[src/rtl/scan_sequencer.sv]
// Scan sequencer: walks the enabled channels of an 8-way decoder, holding each for div+1 cycles.
// Supports continuous scanning with a wrap pulse, or a single sweep ending in a done pulse.
module scan_sequencer #(
    parameter int unsigned DIV_W = 8
) (
    input  logic             clk,
    input  logic             rst,
    input  logic             start,
    input  logic             stop,
    input  logic             mode,
    input  logic [DIV_W-1:0] div,
    input  logic [7:0]       mask,
    output logic [2:0]       A,
    output logic             E,
    output logic             busy,
    output logic             done,
    output logic             wrap
);

    typedef enum logic {StIdle, StRun} state_t;

    state_t           state_q, state_d;
    logic             mode_q, mode_d;
    logic [DIV_W-1:0] div_q, div_d;
    logic [DIV_W-1:0] cnt_q, cnt_d;
    logic [7:0]       mask_q, mask_d;
    logic [2:0]       a_d;
    logic             e_d, busy_d, done_d, wrap_d;
    logic [7:0]       above;

    function automatic logic [2:0] lowest(input logic [7:0] m);
        logic [2:0] r;
        r = 3'd0;
        for (int i = 7; i >= 0; i--) begin
            if (m[i]) r = 3'(i);
        end
        return r;
    endfunction

    // Enabled channels strictly above the current one; empty when A is the top channel.
    assign above = mask_q & ~((8'd2 << A) - 8'd1);

    always_comb begin
        state_d = state_q;
        mode_d  = mode_q;
        div_d   = div_q;
        mask_d  = mask_q;
        cnt_d   = cnt_q;
        a_d     = A;
        e_d     = E;
        busy_d  = busy;
        done_d  = 1'b0;
        wrap_d  = 1'b0;
        case (state_q)
            StIdle: begin
                if (start && !stop && (mask != 8'd0)) begin
                    state_d = StRun;
                    mode_d  = mode;
                    div_d   = div;
                    mask_d  = mask;
                    cnt_d   = '0;
                    a_d     = lowest(mask);
                    e_d     = 1'b1;
                    busy_d  = 1'b1;
                end
            end
            StRun: begin
                if (stop) begin
                    state_d = StIdle;
                    cnt_d   = '0;
                    e_d     = 1'b0;
                    busy_d  = 1'b0;
                end else if (cnt_q == div_q) begin
                    cnt_d = '0;
                    if (|above) begin
                        a_d = lowest(above);
                    end else if (mode_q) begin
                        state_d = StIdle;
                        e_d     = 1'b0;
                        busy_d  = 1'b0;
                        done_d  = 1'b1;
                    end else begin
                        a_d    = lowest(mask_q);
                        wrap_d = 1'b1;
                    end
                end else begin
                    cnt_d = cnt_q + DIV_W'(1);
                end
            end
            default: state_d = StIdle;
        endcase
    end

    always_ff @(posedge clk or posedge rst) begin
        if (rst) begin
            state_q <= StIdle;
            mode_q  <= 1'b0;
            div_q   <= '0;
            mask_q  <= 8'd0;
            cnt_q   <= '0;
            A       <= 3'd0;
            E       <= 1'b0;
            busy    <= 1'b0;
            done    <= 1'b0;
            wrap    <= 1'b0;
        end else begin
            state_q <= state_d;
            mode_q  <= mode_d;
            div_q   <= div_d;
            mask_q  <= mask_d;
            cnt_q   <= cnt_d;
            A       <= a_d;
            E       <= e_d;
            busy    <= busy_d;
            done    <= done_d;
            wrap    <= wrap_d;
        end
    end

endmodule

[config.mk]
export PLATFORM = sky130hd
export DESIGN_NAME = scan_sequencer
export DESIGN_NICKNAME = d
export VERILOG_FILES = /design/src/rtl/scan_sequencer.sv
export SDC_FILE = /design/constraint.sdc
export NUM_CORES = 1
export LEC_CHECK = 0
export CAP_MARGIN = 40
export CELL_PAD_IN_SITES_DETAIL_PLACEMENT = 1
export CELL_PAD_IN_SITES_GLOBAL_PLACEMENT = 2
export CORE_UTILIZATION = 36
export DETAILED_ROUTE_END_ITERATION = 10
export PLACE_DENSITY = 0.95
export SETUP_SLACK_MARGIN = 0.1
export SLEW_MARGIN = 25
export SYNTH_ARGS = -nofsm -noshare
export SYNTH_HDL_FRONTEND = slang
export SYNTH_SLANG_ARGS = --single-unit
[constraint.sdc]
create_clock -name clk -period 5.1 [get_ports clk]
set_input_delay 0.765 -clock clk [delete_from_list [all_inputs] [get_ports clk]]
set_output_delay 0.765 -clock clk [all_outputs]
set_load 0.05 [all_outputs]
=== Word level (Yosys, flattened, before mapping) ===
Index checks and enable logic that the tools add are counted.
W data, S select, Z words.

* Add/subtract/negate cells: 2
* Equality and inequality tests: 8
* Shift operators: 1
* Multiplexer cells: 55
* Bitwise gates (word level): 3
* Reduce and logical (&&, ||, !) cells: 8

{| class="wikitable"
|+ Operators by type and width
! operator !! count
|-
| $mux W3 || 29
|-
| $mux W8 || 3
|-
| $mux W1 || 19
|-
| $pmux W8 S2 || 1
|-
| $ne A3 B2 Y1 const B || 3
|-
| $add A8 B1 Y8 const B || 1
|-
| $and A8 B8 Y8 || 1
|-
| $eq A8 B8 Y1 || 1
|-
| $not A8 Y8 || 1
|-
| $reduce_and A4 Y1 || 2
|-
| $reduce_bool A8 Y1 || 1
|-
| $reduce_or A8 Y1 || 1
|-
| $shl A2 B3 Y8 const A || 1
|-
| $sub A8 B1 Y8 const B || 1
|-
| $pmux W3 S2 || 1
|-
| $ne A2 B2 Y1 const B || 2
|-
| $pmux W1 S2 || 2
|-
| $ne A3 B3 Y1 const B || 1
|-
| $logic_and A1 B1 Y1 || 2
|-
| $ne A2 B1 Y1 const B || 1
|-
| $reduce_and A2 Y1 || 1
|-
| $logic_not A1 Y1 || 1
|-
| $not A1 Y1 || 1
|}

* Register bits: 32
* Input port bits: 21
* Output and inout port bits: 7
* Logic and storage cells: 86

=== Depth between registers and ports, before layout ===
* Depth after elaboration: 16
* Gate-level depth with buffers: 7
* Gate-level depth less buffers: 6

=== Worst setup path after synthesis ===
OpenSTA, ideal clock, no wires.

* Path type: register to register
* From: register A[2]
* To: register A[1]
* Setup time: 0.125 ns
* Arrival time: 1.850 ns
* Data required time: 4.975 ns
* Slack: 3.125 ns
* Cell stages (with the launch flop): 8
* Path buffers: 1
* Period minus slack after synthesis: 1.975 ns
* Path through: dfrtp_1 buf_4 o21ai_1 a2bb2oi_2 and2_4 and3_4 o21bai_4 mux2_4

* Longest elaborated chain between the ends: 16
* Elaborated cells between the ends (all ways): 19
* Those cells by class: add/sub: 1; eq/ne: 1; shift: 1; mux: 12; bitwise: 2; reduce/logical: 2

{| class="wikitable"
|+ Ends and longest elaborated chain
! element !! line !! source
|-
| from (decl) || 13 || <nowiki>output logic [2:0] A,</nowiki>
|-
| from (signal assigned) || 101 || <nowiki>A <= 3'd0;</nowiki>
|-
| from (signal assigned) || 112 || <nowiki>A <= a_d;</nowiki>
|-
| $shl A2 B3 Y8 (*) || 41 || <nowiki>assign above = mask_q & ~((8'd2 << A) - 8'd1);</nowiki>
|-
| $sub A8 B1 Y8 (*) || 41 ||
|-
| $not A8 Y8 (*) || 41 ||
|-
| $and A8 B8 Y8 (*) || 41 ||
|-
| $mux W3 (8 in series) || 35 || <nowiki>if (m[i]) r = 3'(i);</nowiki>
|-
| $mux W3 || 75 || <nowiki>if (|above) begin</nowiki>
|-
| $mux W3 || 73 || <nowiki>end else if (cnt_q == div_q) begin</nowiki>
|-
| $mux W3 || 68 || <nowiki>if (stop) begin</nowiki>
|-
| $pmux W3 S2 || 54 || <nowiki>case (state_q)</nowiki>
|}

Mark *: on every way between the ends. The rest lies on a longest branch, timed or not. The select of a mux whose other input is x is not followed.
A chain may end at the register's enable or synchronous reset.

=== Final worst setup path ===
* From: input port mask[0]
* To: register A[0]

* Longest elaborated chain between the ends: 4
* Elaborated cells between the ends (all ways): 7
* Those cells by class: eq/ne: 1; mux: 3; reduce/logical: 3

{| class="wikitable"
|+ Ends and longest elaborated chain
! element !! line !! source
|-
| from (decl) || 12 || <nowiki>input logic [7:0] mask,</nowiki>
|-
| $reduce_bool A8 Y1 || 56 || <nowiki>if (start && !stop && (mask != 8'd0)) begin</nowiki>
|-
| $logic_and A1 B1 Y1 || 56 ||
|-
| $ne A2 B2 Y1 (no line) || -- ||
|-
| $reduce_and A4 Y1 (no line) || -- ||
|}

Several ways; a longest one is shown, not always the timed one. The select of a mux whose other input is x is not followed.

==> reports/qor.yml <==
fillCellCount: 545
synth_simple_gate_area_share_pct: 15.9
combPwrFrac_pct: 41.7
drive_gt1_share_pct: 9.71
hp-start: "mode_q$_DFFE_PP0P_"
coreArea_sq_um: 4720
die_area_sq_um: 5200
p_int_mw: 0.684
worst_pin_slew_ns: 0.516
vias_per_cell: 5.11
clockBufferDepth: 2
hold_slack_ns: 0.465
clk_latency_ns: 0.29
syn2layout_area_growth_pct: 23.7
p_clk_share_pct: 18.0
finalHoldViolCount: 0
timing.fmax_mhz: 393
ios: 28
place_ws_ns: 2.27
grt_pass1_vias: 1469
seqPwrFrac_pct: 40.3
postSynthAreaPerCell_sq_um: 10.2
synthAdderAreaFrac_pct: 0.708
clk_pin_slew_ns: 0.07
portBuffers: 27
dp_hpwl_mm: 2.95
fin_nets: 227
routedWlPerCell_um: 14.3
switchingPower_mw: 0.457
diodes: 0
finalPower_mw: 1.14
rsz0062_at_grt: "false"
dr.pass1.iters: 4
ir_drop_mv: 0.228
die_h_um: 72.1
cp.buffers_inverters: 1
ant_nets: 0
cts_root_buf: "clkbuf_8"
async_flop_share_pct: 100
synth_xor_area_share_pct: 4.46
critical_path_class: "input port to flip-flop"
setup_viol: 0
slew_violations: 0
end_kind: "flip-flop"
fin_ws_ns: 2.56
place.gp.congestion: 0.811
cts_resized: 0
yosys_register_bits: 32
worstSetupStartpoint: "mask[0]"
antenna_found_initial: 0
grt_start_max_net_pins: 33
ctsHoldBuffers: 0
syn-num-nets: 196
wl_mm: 3.91
p_sw_share_pct: 40.1
cts_tree: "yes"
grt-ovfl-total: 0
status: "completed"
h-tree-depth: 2
crit_path_max_fanout: 23
yosys-mux-area-fraction_pct: 11.5
die_w_um: 72.1
critical_path.top_delay_family: "compound AO/OA/AOI/OAI gates"
cts_sinks: 32
vias: 1396
syn-cell-area_sq_um: 1770
max_slew_margin_pct: 65.5
fin_crit_ns: 2.54
max_stage_delay_ns: 0.57
drc: 0
grt_pass1_wl_mm: 6.78
synth_cell_types: 43
ys.flop_type: "dfrtp_1"
power.density_nw_per_um2: 522
r2r_start: "A[2]$_DFFE_PP0P_"
max-cap-violations: 0
drt_iter0_drc: 72
seq_area_frac_synth_pct: 45.3
synth_top_family_by_area: "compound AO/OA/AOI/OAI gates"
synthCells: 174
slowest_stage: "clkdlybuf4s50_1"
cts_setup_buffers: 0
synth_compound_area_share_pct: 17.9
ys_warn_count: 0
worst_hold_path_type: "flip-flop to flip-flop"
num_rows: 25
tns_ns: 0
crit_arrival_ns: 2.72
start_util_pct: 37.4
cts_buffers: 5
track_usage_pct: 17.3
start_kind: "input port"
period_share_pct: 49.9
finClkSkew_ns: 0.00274
synth-edff-count: 0
p_leak_nw: 0.893
worstPathRequired_ns: 5.27
crit_chain: "clkdlybuf4s50_1, nor2_1, a311oi_1, and2b_4, o21bai_4, mux2_4"
worst reg2reg max path: stages (launching register included):
cell      delay (ns)
dfrtp_1         0.57
a21boi_1        0.15
o21ai_1         0.21
and2_4          0.20
and3_4          0.22
o21bai_4        0.10
mux2_4          0.30
metrics by stage:
stage          util, %  cells  cell area, sq um
5_1_grt           46.3    273              2190
4_1_cts           46.3    273              2190
2_1_floorplan        -    174              1770
3_5_place_dp      44.3    265              2090
3_3_place_gp      44.2    264              2090
6_report          46.3    273              2190
routing by layer:
layer / up-vias / wire, um / GRT usage, %
met2: 20 / 1930 / 30.2
met3: 4 / 108 / 5.00
met5: - / 0 / 0
li1: 683 / - / -
met4: 0 / 34 / 5.88
met1: 689 / 1830 / 20.3
cell type report:
cell class | instances | area (sq um) | share of cell area [%]
timing repair buffer | 29 | 285 | 13.0
clock buffer | 6 | 82.6 | 3.78
sequential | 32 | 801 | 36.6
tap | 67 | 83.8 | 3.83
inverter | 9 | 33.8 | 1.54
multi-input combinational | 128 | 891 | 40.7
clock inverter | 2 | 10.0 | 0.458
cell usage in the layout, fill, tap and decap left out, types with 2 or more instances in the layout:
cell type | synthesis | final
and3_1 | 2 | 2
nand2_1 | 12 | 12
nand2b_1 | 5 | 5
o31ai_1 | 5 | 5
o21ai_0 | 12 | 12
o41ai_1 | 2 | 2
nor2_1 | 15 | 15
mux2_1 | 14 | 14
nand3_1 | 5 | 5
inv_1 | 9 | 9
buf_4 | 2 | 2
dfrtp_1 | 32 | 32
clkdlybuf4s50_1 | 0 | 27
xnor2_1 | 8 | 8
nor3_1 | 2 | 2
clkinv_2 | 0 | 2
a21oi_1 | 7 | 7
nor2b_1 | 4 | 4
nand4_1 | 2 | 2
mux2_4 | 3 | 3
clkbuf_8 | 0 | 6
o21ai_1 | 8 | 8
path summary, 6_finish.rpt:
path / endpoint / slack [ns] / depth (start not counted)
hold / removal: wrap$_DFF_PP0_ / 0.46 / 1
setup / recovery: A[0]$_DFFE_PP0P_ / 2.56 / 6
max in group asynchronous: cnt_q[2]$_DFFE_PP0N_ / 3.93 / 3
setup reg to reg: A[0]$_DFFE_PP0P_ / 3.24 / 6
min in group asynchronous: mask_q[7]$_DFFE_PP0P_ / 0.86 / 3
hold reg to reg: wrap$_DFF_PP0_ / 0.46 / 1
kinds of logic (layout without fill, tap and decap cells):
group                    Yosys count  after routing
AND/OR/NAND/NOR                   54             54
AO/OA/AOI/OAI                     47             47
flip-flops                        32             32
multiplexers                      17             17
buffers and inverters             14             46
XOR/XNOR                           9              9
adder cells (fa/ha/maj)            1              1
cell usage after synthesis (2+ instances only):
master / count / area [sq um]
and3_1: 2 / 12.5
a21oi_1: 7 / 35.0
mux2_4: 3 / 45.0
inv_1: 9 / 33.8
nand2_1: 12 / 45.0
nor2b_1: 4 / 25.0
o21ai_0: 12 / 60.1
dfrtp_1: 32 / 801
nor3_1: 2 / 10.0
mux2_1: 14 / 158
buf_4: 2 / 15.0
nand2b_1: 5 / 31.3
buf_6: 2 / 22.5
o31ai_1: 5 / 37.5
nand4_1: 2 / 12.5
o41ai_1: 2 / 17.5
nor2_1: 15 / 56.3
nand3_1: 5 / 25.0
xnor2_1: 8 / 70.1
o21ai_1: 8 / 40.0
flip-flops by register name, indices dropped and copies added (netlist names):
register and flops:
busy 1, done 1, mode_q 1, A 3, div_q 8, wrap 1
state_q 1, cnt_q 8, mask_q 8
power groups by stage:
stage | clock, mW | sequential, mW | combinational, mW
2_1_floorplan | 0 | 0.477 | 0.330
3_3_place_gp | 0 | 0.463 | 0.468
3_5_place_dp | 0 | 0.467 | 0.482
4_1_cts | 0.210 | 0.461 | 0.484
5_1_grt | 0.223 | 0.479 | 0.528
6_report | 0.205 | 0.460 | 0.476
No activity file was read; power rests on OpenSTA's default activity.
